### src/rtl/ex_cdb_arbiter_pkg.sv
// ex_cdb_arbiter_pkg
//   Shared types for the EX -> complete path.
//   ex_packet_t : one finished instruction leaving a functional unit.
//   fu_idx_t    : index of a functional-unit result port.
//   rr_next()   : round-robin successor of an index, modulo the port count.
package ex_cdb_arbiter_pkg;

    localparam int unsigned NumFuDefault = 4;
    localparam int unsigned DepthDefault = 2;
    localparam int unsigned TagW         = 7;
    localparam int unsigned XlenW        = 32;

    typedef struct packed {
        logic              valid;
        logic [TagW-1:0]   tag;
        logic [XlenW-1:0]  alu_result;
        logic [4:0]        dest_reg_idx;
        logic              take_branch;
        logic [XlenW-1:0]  npc;
    } ex_packet_t;

    typedef logic [$clog2(NumFuDefault)-1:0] fu_idx_t;

    function automatic int unsigned rr_next(input int unsigned idx, input int unsigned n);
        return (idx + 1) % n;
    endfunction

endpackage

### src/rtl/ex_cdb_arbiter_skid_fifo.sv
// ex_skid_fifo
//   DEPTH-entry FIFO of ex_packet_t holding one functional unit's results.
//   Ports:
//     clock, reset_n : clock and asynchronous active-low reset
//     clear          : synchronous flush of pointers and count
//     enq, enq_data  : push request and data (ignored when full)
//     deq            : pop request (ignored when empty)
//     full, empty    : occupancy flags derived from the count
//     head           : oldest entry, valid only when !empty
module ex_skid_fifo
    import ex_cdb_arbiter_pkg::*;
#(
    parameter int unsigned DEPTH = DepthDefault
) (
    input  logic       clock,
    input  logic       reset_n,
    input  logic       clear,
    input  logic       enq,
    input  ex_packet_t enq_data,
    input  logic       deq,
    output logic       full,
    output logic       empty,
    output ex_packet_t head
);

    localparam int unsigned PtrW = $clog2(DEPTH);
    localparam int unsigned CntW = PtrW + 1;

    ex_packet_t      mem_q [DEPTH];
    ex_packet_t      mem_d [DEPTH];
    logic [PtrW-1:0] rd_ptr_q, rd_ptr_d;
    logic [PtrW-1:0] wr_ptr_q, wr_ptr_d;
    logic [CntW-1:0] count_q, count_d;
    logic            do_enq, do_deq;

    assign full   = (count_q == CntW'(DEPTH));
    assign empty  = (count_q == '0);
    assign head   = mem_q[rd_ptr_q];
    assign do_enq = enq && !full;
    assign do_deq = deq && !empty;

    always_comb begin
        mem_d    = mem_q;
        rd_ptr_d = rd_ptr_q;
        wr_ptr_d = wr_ptr_q;
        count_d  = count_q;
        if (clear) begin
            rd_ptr_d = '0;
            wr_ptr_d = '0;
            count_d  = '0;
        end else begin
            if (do_enq) begin
                mem_d[wr_ptr_q] = enq_data;
                wr_ptr_d        = wr_ptr_q + PtrW'(1);
            end
            if (do_deq) begin
                rd_ptr_d = rd_ptr_q + PtrW'(1);
            end
            // Push and pop together leave the count alone.
            unique case ({do_enq, do_deq})
                2'b10:   count_d = count_q + CntW'(1);
                2'b01:   count_d = count_q - CntW'(1);
                default: count_d = count_q;
            endcase
        end
    end

    always_ff @(posedge clock or negedge reset_n) begin
        if (!reset_n) begin
            mem_q    <= '{default: '0};
            rd_ptr_q <= '0;
            wr_ptr_q <= '0;
            count_q  <= '0;
        end else begin
            mem_q    <= mem_d;
            rd_ptr_q <= rd_ptr_d;
            wr_ptr_q <= wr_ptr_d;
            count_q  <= count_d;
        end
    end

endmodule

### src/rtl/ex_cdb_arbiter.sv
// ex_cdb_arbiter
//   Buffers finished packets from NUM_FU functional units in per-unit FIFOs and
//   forwards one per cycle, chosen round-robin, through the registered ex_reg.
//   Ports:
//     clock, reset_n : clock and asynchronous active-low reset
//     squash         : synchronous flush of all FIFOs, rr pointer and ex_reg.valid
//     fu_packet      : per-unit result offers (.valid = offer)
//     fu_ready       : per-unit accept, high while that FIFO is not full
//     ex_reg         : registered winner for the complete stage
module ex_cdb_arbiter
    import ex_cdb_arbiter_pkg::*;
#(
    parameter int unsigned NUM_FU = NumFuDefault,
    parameter int unsigned DEPTH  = DepthDefault
) (
    input  logic              clock,
    input  logic              reset_n,
    input  logic              squash,
    input  ex_packet_t        fu_packet [NUM_FU],
    output logic [NUM_FU-1:0] fu_ready,
    output ex_packet_t        ex_reg
);

    localparam int unsigned IdxW = (NUM_FU > 1) ? $clog2(NUM_FU) : 1;

    logic [NUM_FU-1:0] fifo_enq, fifo_deq, fifo_full, fifo_empty;
    ex_packet_t        fifo_head [NUM_FU];

    logic              grant_valid;
    logic [IdxW-1:0]   grant_idx;
    logic [IdxW-1:0]   cand_idx;
    logic [IdxW-1:0]   rr_ptr_q, rr_ptr_d;
    ex_packet_t        ex_reg_q, ex_reg_d;

    for (genvar i = 0; i < NUM_FU; i++) begin : g_fu
        // Ready depends only on the count, so an offer to a full FIFO waits
        // even if that FIFO is being drained this cycle.
        assign fifo_enq[i] = fu_packet[i].valid && !fifo_full[i] && !squash;
        assign fifo_deq[i] = grant_valid && (grant_idx == IdxW'(i)) && !squash;

        ex_skid_fifo #(
            .DEPTH (DEPTH)
        ) u_fifo (
            .clock    (clock),
            .reset_n  (reset_n),
            .clear    (squash),
            .enq      (fifo_enq[i]),
            .enq_data (fu_packet[i]),
            .deq      (fifo_deq[i]),
            .full     (fifo_full[i]),
            .empty    (fifo_empty[i]),
            .head     (fifo_head[i])
        );
    end

    assign fu_ready = ~fifo_full;
    assign ex_reg   = ex_reg_q;

    // Scan from rr_ptr upward with wrap; first non-empty FIFO wins.
    always_comb begin
        grant_valid = 1'b0;
        grant_idx   = '0;
        cand_idx    = '0;
        for (int unsigned k = 0; k < NUM_FU; k++) begin
            cand_idx = IdxW'((32'(rr_ptr_q) + k) % NUM_FU);
            if (!grant_valid && !fifo_empty[cand_idx]) begin
                grant_valid = 1'b1;
                grant_idx   = cand_idx;
            end
        end
    end

    always_comb begin
        rr_ptr_d = rr_ptr_q;
        ex_reg_d = '0;
        if (squash) begin
            rr_ptr_d = '0;
        end else if (grant_valid) begin
            rr_ptr_d       = IdxW'(rr_next(32'(grant_idx), NUM_FU));
            ex_reg_d       = fifo_head[grant_idx];
            ex_reg_d.valid = 1'b1;
        end
    end

    always_ff @(posedge clock or negedge reset_n) begin
        if (!reset_n) begin
            rr_ptr_q <= '0;
            ex_reg_q <= '0;
        end else begin
            rr_ptr_q <= rr_ptr_d;
            ex_reg_q <= ex_reg_d;
        end
    end

endmodule

### config.mk
export PLATFORM = sky130hd
export DESIGN_NAME = ex_cdb_arbiter
export DESIGN_NICKNAME = d
export VERILOG_FILES = /design/src/rtl/ex_cdb_arbiter_pkg.sv /design/src/rtl/ex_cdb_arbiter_skid_fifo.sv /design/src/rtl/ex_cdb_arbiter.sv
export SDC_FILE = /design/constraint.sdc
export NUM_CORES = 1
export LEC_CHECK = 0
export ABC_AREA = 1
export CAP_MARGIN = 10
export CORE_UTILIZATION = 55
export DETAILED_ROUTE_END_ITERATION = 10
export GPL_ROUTABILITY_DRIVEN = 0
export PLACE_DENSITY = 0.9
export REMOVE_ABC_BUFFERS = 1
export SYNTH_ARGS = -nofsm -noshare
export SYNTH_HDL_FRONTEND = slang
export SYNTH_SLANG_ARGS = --single-unit
### constraint.sdc
create_clock -name clock -period 3.35 [get_ports clock]
set_input_delay 0.5025 -clock clock [delete_from_list [all_inputs] [get_ports clock]]
set_output_delay 0.5025 -clock clock [all_outputs]
set_load 0.05 [all_outputs]
==> load_flow_metrics.sql <==
INSERT INTO impl_metrics (metric_group, metric, value, unit) VALUES
('detailed_routing', 'vias', '26800', ''),
('die', 'die_area', '57900', 'µm²'),
('synth', 'synth.yosys.seq_area_share', '56.9', '%'),
('sta', 'layout_worst_path_cycle_share', '79.8', '%'),
('finish', 'insertedDiodeCount', '0', ''),
('worst_setup_path', 'path_class', 'reg2reg', ''),
('synth', 'asyncSetResetFlopFracSynth', '100', '%'),
('power', 'total_leakage_power', '0.0186', 'µW'),
('worst_setup_path', 'critPathMaxStageDelay', '500', 'ps'),
('worst_setup_path', 'critPathSlowestCell', 'sky130_fd_sc_hd__buf_4', ''),
('die', 'number_of_standard_cell_rows_in_the_floorplan', '87', ''),
('synth', 'most_used_standard_cells_in_the_synthesized_netlist', '904 x sky130_fd_sc_hd__nand2_1, 775 x sky130_fd_sc_hd__o21ai_0, 712 x sky130_fd_sc_hd__dfrtp_1', ''),
('global_route', 'grt_max_degree', '156', ''),
('sta', 'max_slew.worst_pin.slew', '868', 'ps'),
('global_route', 'first_pass_grt_wire_length', '145', 'mm'),
('worst_setup_path', 'critical_path_peak_fanout', '34', ''),
('sta', 'final_period_minus_worst_setup_slack', '2670', 'ps'),
('die', 'initial_core_utilization', '55.6', '%'),
('synth', 'synthesis.area', '31300', 'µm²'),
('synth', 'yosys.area.top_type_share', '56.9', '%'),
('detailed_routing', 'vias_per_cell', '5.73', ''),
('synth', 'postSynthAreaPerCell', '8.76', 'µm²'),
('global_route', 'grt_resource_usage_total', '32.4', '%'),
('worst_setup_path', 'setup.worst_path.start_class', 'flip-flop', ''),
('finish', 'max_reg_flops', '616', ''),
('sta', 'report.final.hold_viol_count', '0', ''),
('cts', 'cts_root_buf', 'sky130_fd_sc_hd__clkbuf_16', ''),
('global_route', 'antenna_found_initial', '0', ''),
('cts', 'cts_htree_levels', '3', ''),
('sta', 'unrepaired_setup_endpoints_after_global_routing', 'false', ''),
('synth', 'synthDominantAreaCellType', 'sky130_fd_sc_hd__dfrtp_1', ''),
('place', 'detailed_place.area', '36100', 'µm²'),
('detailed_routing', 'wl_per_cell', '19.6', 'µm'),
('cts', 'tritoncts_clock_tree', 'done', ''),
('worst_setup_path', 'crit_path_cell_chain', 'nor2_1, nand2_1, nand2_1, inv_1, nor2_1, nand3_1, nand2_2, nand2_4, nand2_4, buf_4, o211ai_1, nor2_1', ''),
('sta', 'setup-violations-final', '0', ''),
('die', 'die_x', '241', 'µm'),
('synth', 'ys_ff_latch', '712', ''),
('die', 'ios', '397', ''),
('cts', 'cts.path.max_buffers', '3', ''),
('synth', 'leading_cell_type_by_number_of_instances_after_synthesis', 'sky130_fd_sc_hd__nand2_1', ''),
('sta', 'fin_skew', '22.5', 'ps'),
('power', 'power-per-cell-area', '996', 'nW/µm²'),
('cts', 'post_cts.resized_instances', '0', ''),
('sta', 'maxSlewViolCount', '0', ''),
('finish', 'finalInstanceArea', '38600', 'µm²'),
('global_route', 'first_global_vias', '27400', ''),
('die', 'core_area', '56300', 'µm²'),
('place', 'place.detailed.hpwl', '57.0', 'mm'),
('cts', 'clk-insertion-delay-late', '610', 'ps'),
('sta', 'max_freq', '374', 'MHz'),
('outcome', 'result_of_the_run', 'completed', ''),
('synth', 'ys_types', '36', ''),
('detailed_routing', 'routed_wirelength', '91.8', 'mm'),
('cts', 'cts_buffers', '73', ''),
('synth', 'ys_top_cells_by_area', 'sky130_fd_sc_hd__dfrtp_1 57%, sky130_fd_sc_hd__o21ai_0 12%, sky130_fd_sc_hd__nand2_1 11%, sky130_fd_sc_hd__inv_1 3.9%, sky130_fd_sc_hd__nor2_1 3.5%', ''),
('synth', 'count_of_flip_flops_with_a_built_in_enable_after_synthesis', '0', ''),
('finish', 'final_net_count', '4193', ''),
('detailed_routing', 'remaining_drc_errors', '0', ''),
('cts', 'clock_sinks', '712', ''),
('synth', 'postSynth.topFlopCell', 'sky130_fd_sc_hd__dfrtp_1', ''),
('worst_setup_path', 'critical_path.endpoint_type', 'flip-flop', ''),
('die', 'die-height', '241', 'µm'),
('detailed_routing', 'drtAntennaViolNets', '0', ''),
('detailed_routing', 'initialDrtViolationCount', '2835', ''),
('finish', 'layout.core_utilization', '68.5', '%'),
('detailed_routing', 'dr.pass1.iters', '6', ''),
('worst_setup_path', 'critPathArrivalTime', '3190', 'ps'),
('global_route', 'grt_overflow', '0', ''),
('worst_setup_path', 'cp_common_cell', 'sky130_fd_sc_hd__nor2_1', ''),
('finish', 'syn2layout_area_growth', '23.2', '%');
through the flow:
step | power [µW] | cells | worst slack [ps] | hold slack [ps] | setup TNS [ps]
after floorplan | 23700 | 3347 | -2210 | 207 | -412000
after global placement | 28900 | 4558 | 716 | 462 | 0
after detailed placement | 29600 | 4558 | 653 | 470 | 0
after CTS | 38300 | 4684 | 719 | 445 | 0
after global routing | 40700 | 4684 | 515 | 475 | 0
final | 38400 | 4684 | 675 | 469 | 0
cells by family (layout without fill, tap and decap cells):
kind of cell    after synthesis  count (layout)  synth area share [%]
compound gates              851             851                  14.4
xor+xnor                      5               5                 0.140
buf+inv                     562             917                  7.25
flops                       712             712                  56.9
mux                         154             154                  5.30
simple gates               1289            1289                  16.0
power by group:
part,leakage [µW],internal (µW),switching (µW)
Combinational,0.00856,5460,10300
Clock,0.00120,4960,3390
Sequential,0.00886,12200,2070
Total,0.0186,22700,15700
cell type report:
type | instances | area (µm²)
Timing Repair Buffer | 456 | 4770
Fill cell | 3964 | 17700
Tap cell | 756 | 946
Inverter | 336 | 1270
Sequential cell | 712 | 17800
Clock inverter | 23 | 287
Multi-Input combinational cell | 2299 | 11300
Clock buffer | 102 | 2160
worst paths after layout:
kind / end / depth (start not counted) / startpoint
max in group asynchronous: ex_reg[48] / 3 / reset_n
setup reg to reg: ex_reg[36] / 12 / g_fu[3].u_fifo.count_q[1]
hold reg to reg: g_fu[1].u_fifo.mem_q[20] / 2 / g_fu[1].u_fifo.mem_q[20]
setup / recovery: ex_reg[36] / 12 / g_fu[3].u_fifo.count_q[1]
hold / removal: g_fu[1].u_fifo.mem_q[131] / 3 / fu_packet[209]
min in group asynchronous: g_fu[1].u_fifo.mem_q[41] / 2 / reset_n
layer usage:
layer / vias up / wire length (µm) / GRT usage, %
met5: - / 0 / 0
met4: 0 / 4560 / 17.0
met3: 346 / 7940 / 5.58
met2: 1484 / 43900 / 52.8
met1: 12900 / 35400 / 41.8
li1: 12100 / - / -
critical path, delay by kind of cell (launching register included):
family	cells	cell delay, ps
simple gates	9	1340
compound gates	1	230
buf+inv	2	580
flops	1	420
placed cells by master, fill, tap and decap left out, types with 3 or more instances in the layout:
cell / count
sky130_fd_sc_hd__bufinv_16: 6
sky130_fd_sc_hd__nand4_1: 6
sky130_fd_sc_hd__nand3_1: 58
sky130_fd_sc_hd__clkinv_2: 12
sky130_fd_sc_hd__o211ai_2: 17
sky130_fd_sc_hd__o211ai_1: 39
sky130_fd_sc_hd__clkbuf_1: 11
sky130_fd_sc_hd__a21oi_1: 3
sky130_fd_sc_hd__buf_12: 28
sky130_fd_sc_hd__nand2_2: 4
sky130_fd_sc_hd__dfrtp_1: 709
sky130_fd_sc_hd__mux2i_1: 59
sky130_fd_sc_hd__nand2_4: 9
sky130_fd_sc_hd__inv_2: 4
sky130_fd_sc_hd__inv_1: 326
sky130_fd_sc_hd__clkbuf_8: 14
sky130_fd_sc_hd__clkbuf_16: 77
sky130_fd_sc_hd__o21ai_1: 11
sky130_fd_sc_hd__nand2_1: 899
sky130_fd_sc_hd__inv_6: 4
sky130_fd_sc_hd__clkinvlp_4: 4
sky130_fd_sc_hd__nor2_1: 292
sky130_fd_sc_hd__buf_4: 31
sky130_fd_sc_hd__o21ai_0: 775
sky130_fd_sc_hd__xnor2_1: 4
sky130_fd_sc_hd__nor2_4: 5
sky130_fd_sc_hd__mux2_2: 95
sky130_fd_sc_hd__clkdlybuf4s50_1: 395
sky130_fd_sc_hd__nor3_1: 9
sky130_fd_sc_hd__dfrtp_4: 3
sky130_fd_sc_hd__nand3_2: 3
timing repair:
action,4_1_cts,5_1_grt
buffers inserted,0,0
endpoints found under the hold margin,51,0
hold buffers,1,0
(Power assumes the default switching activity.)
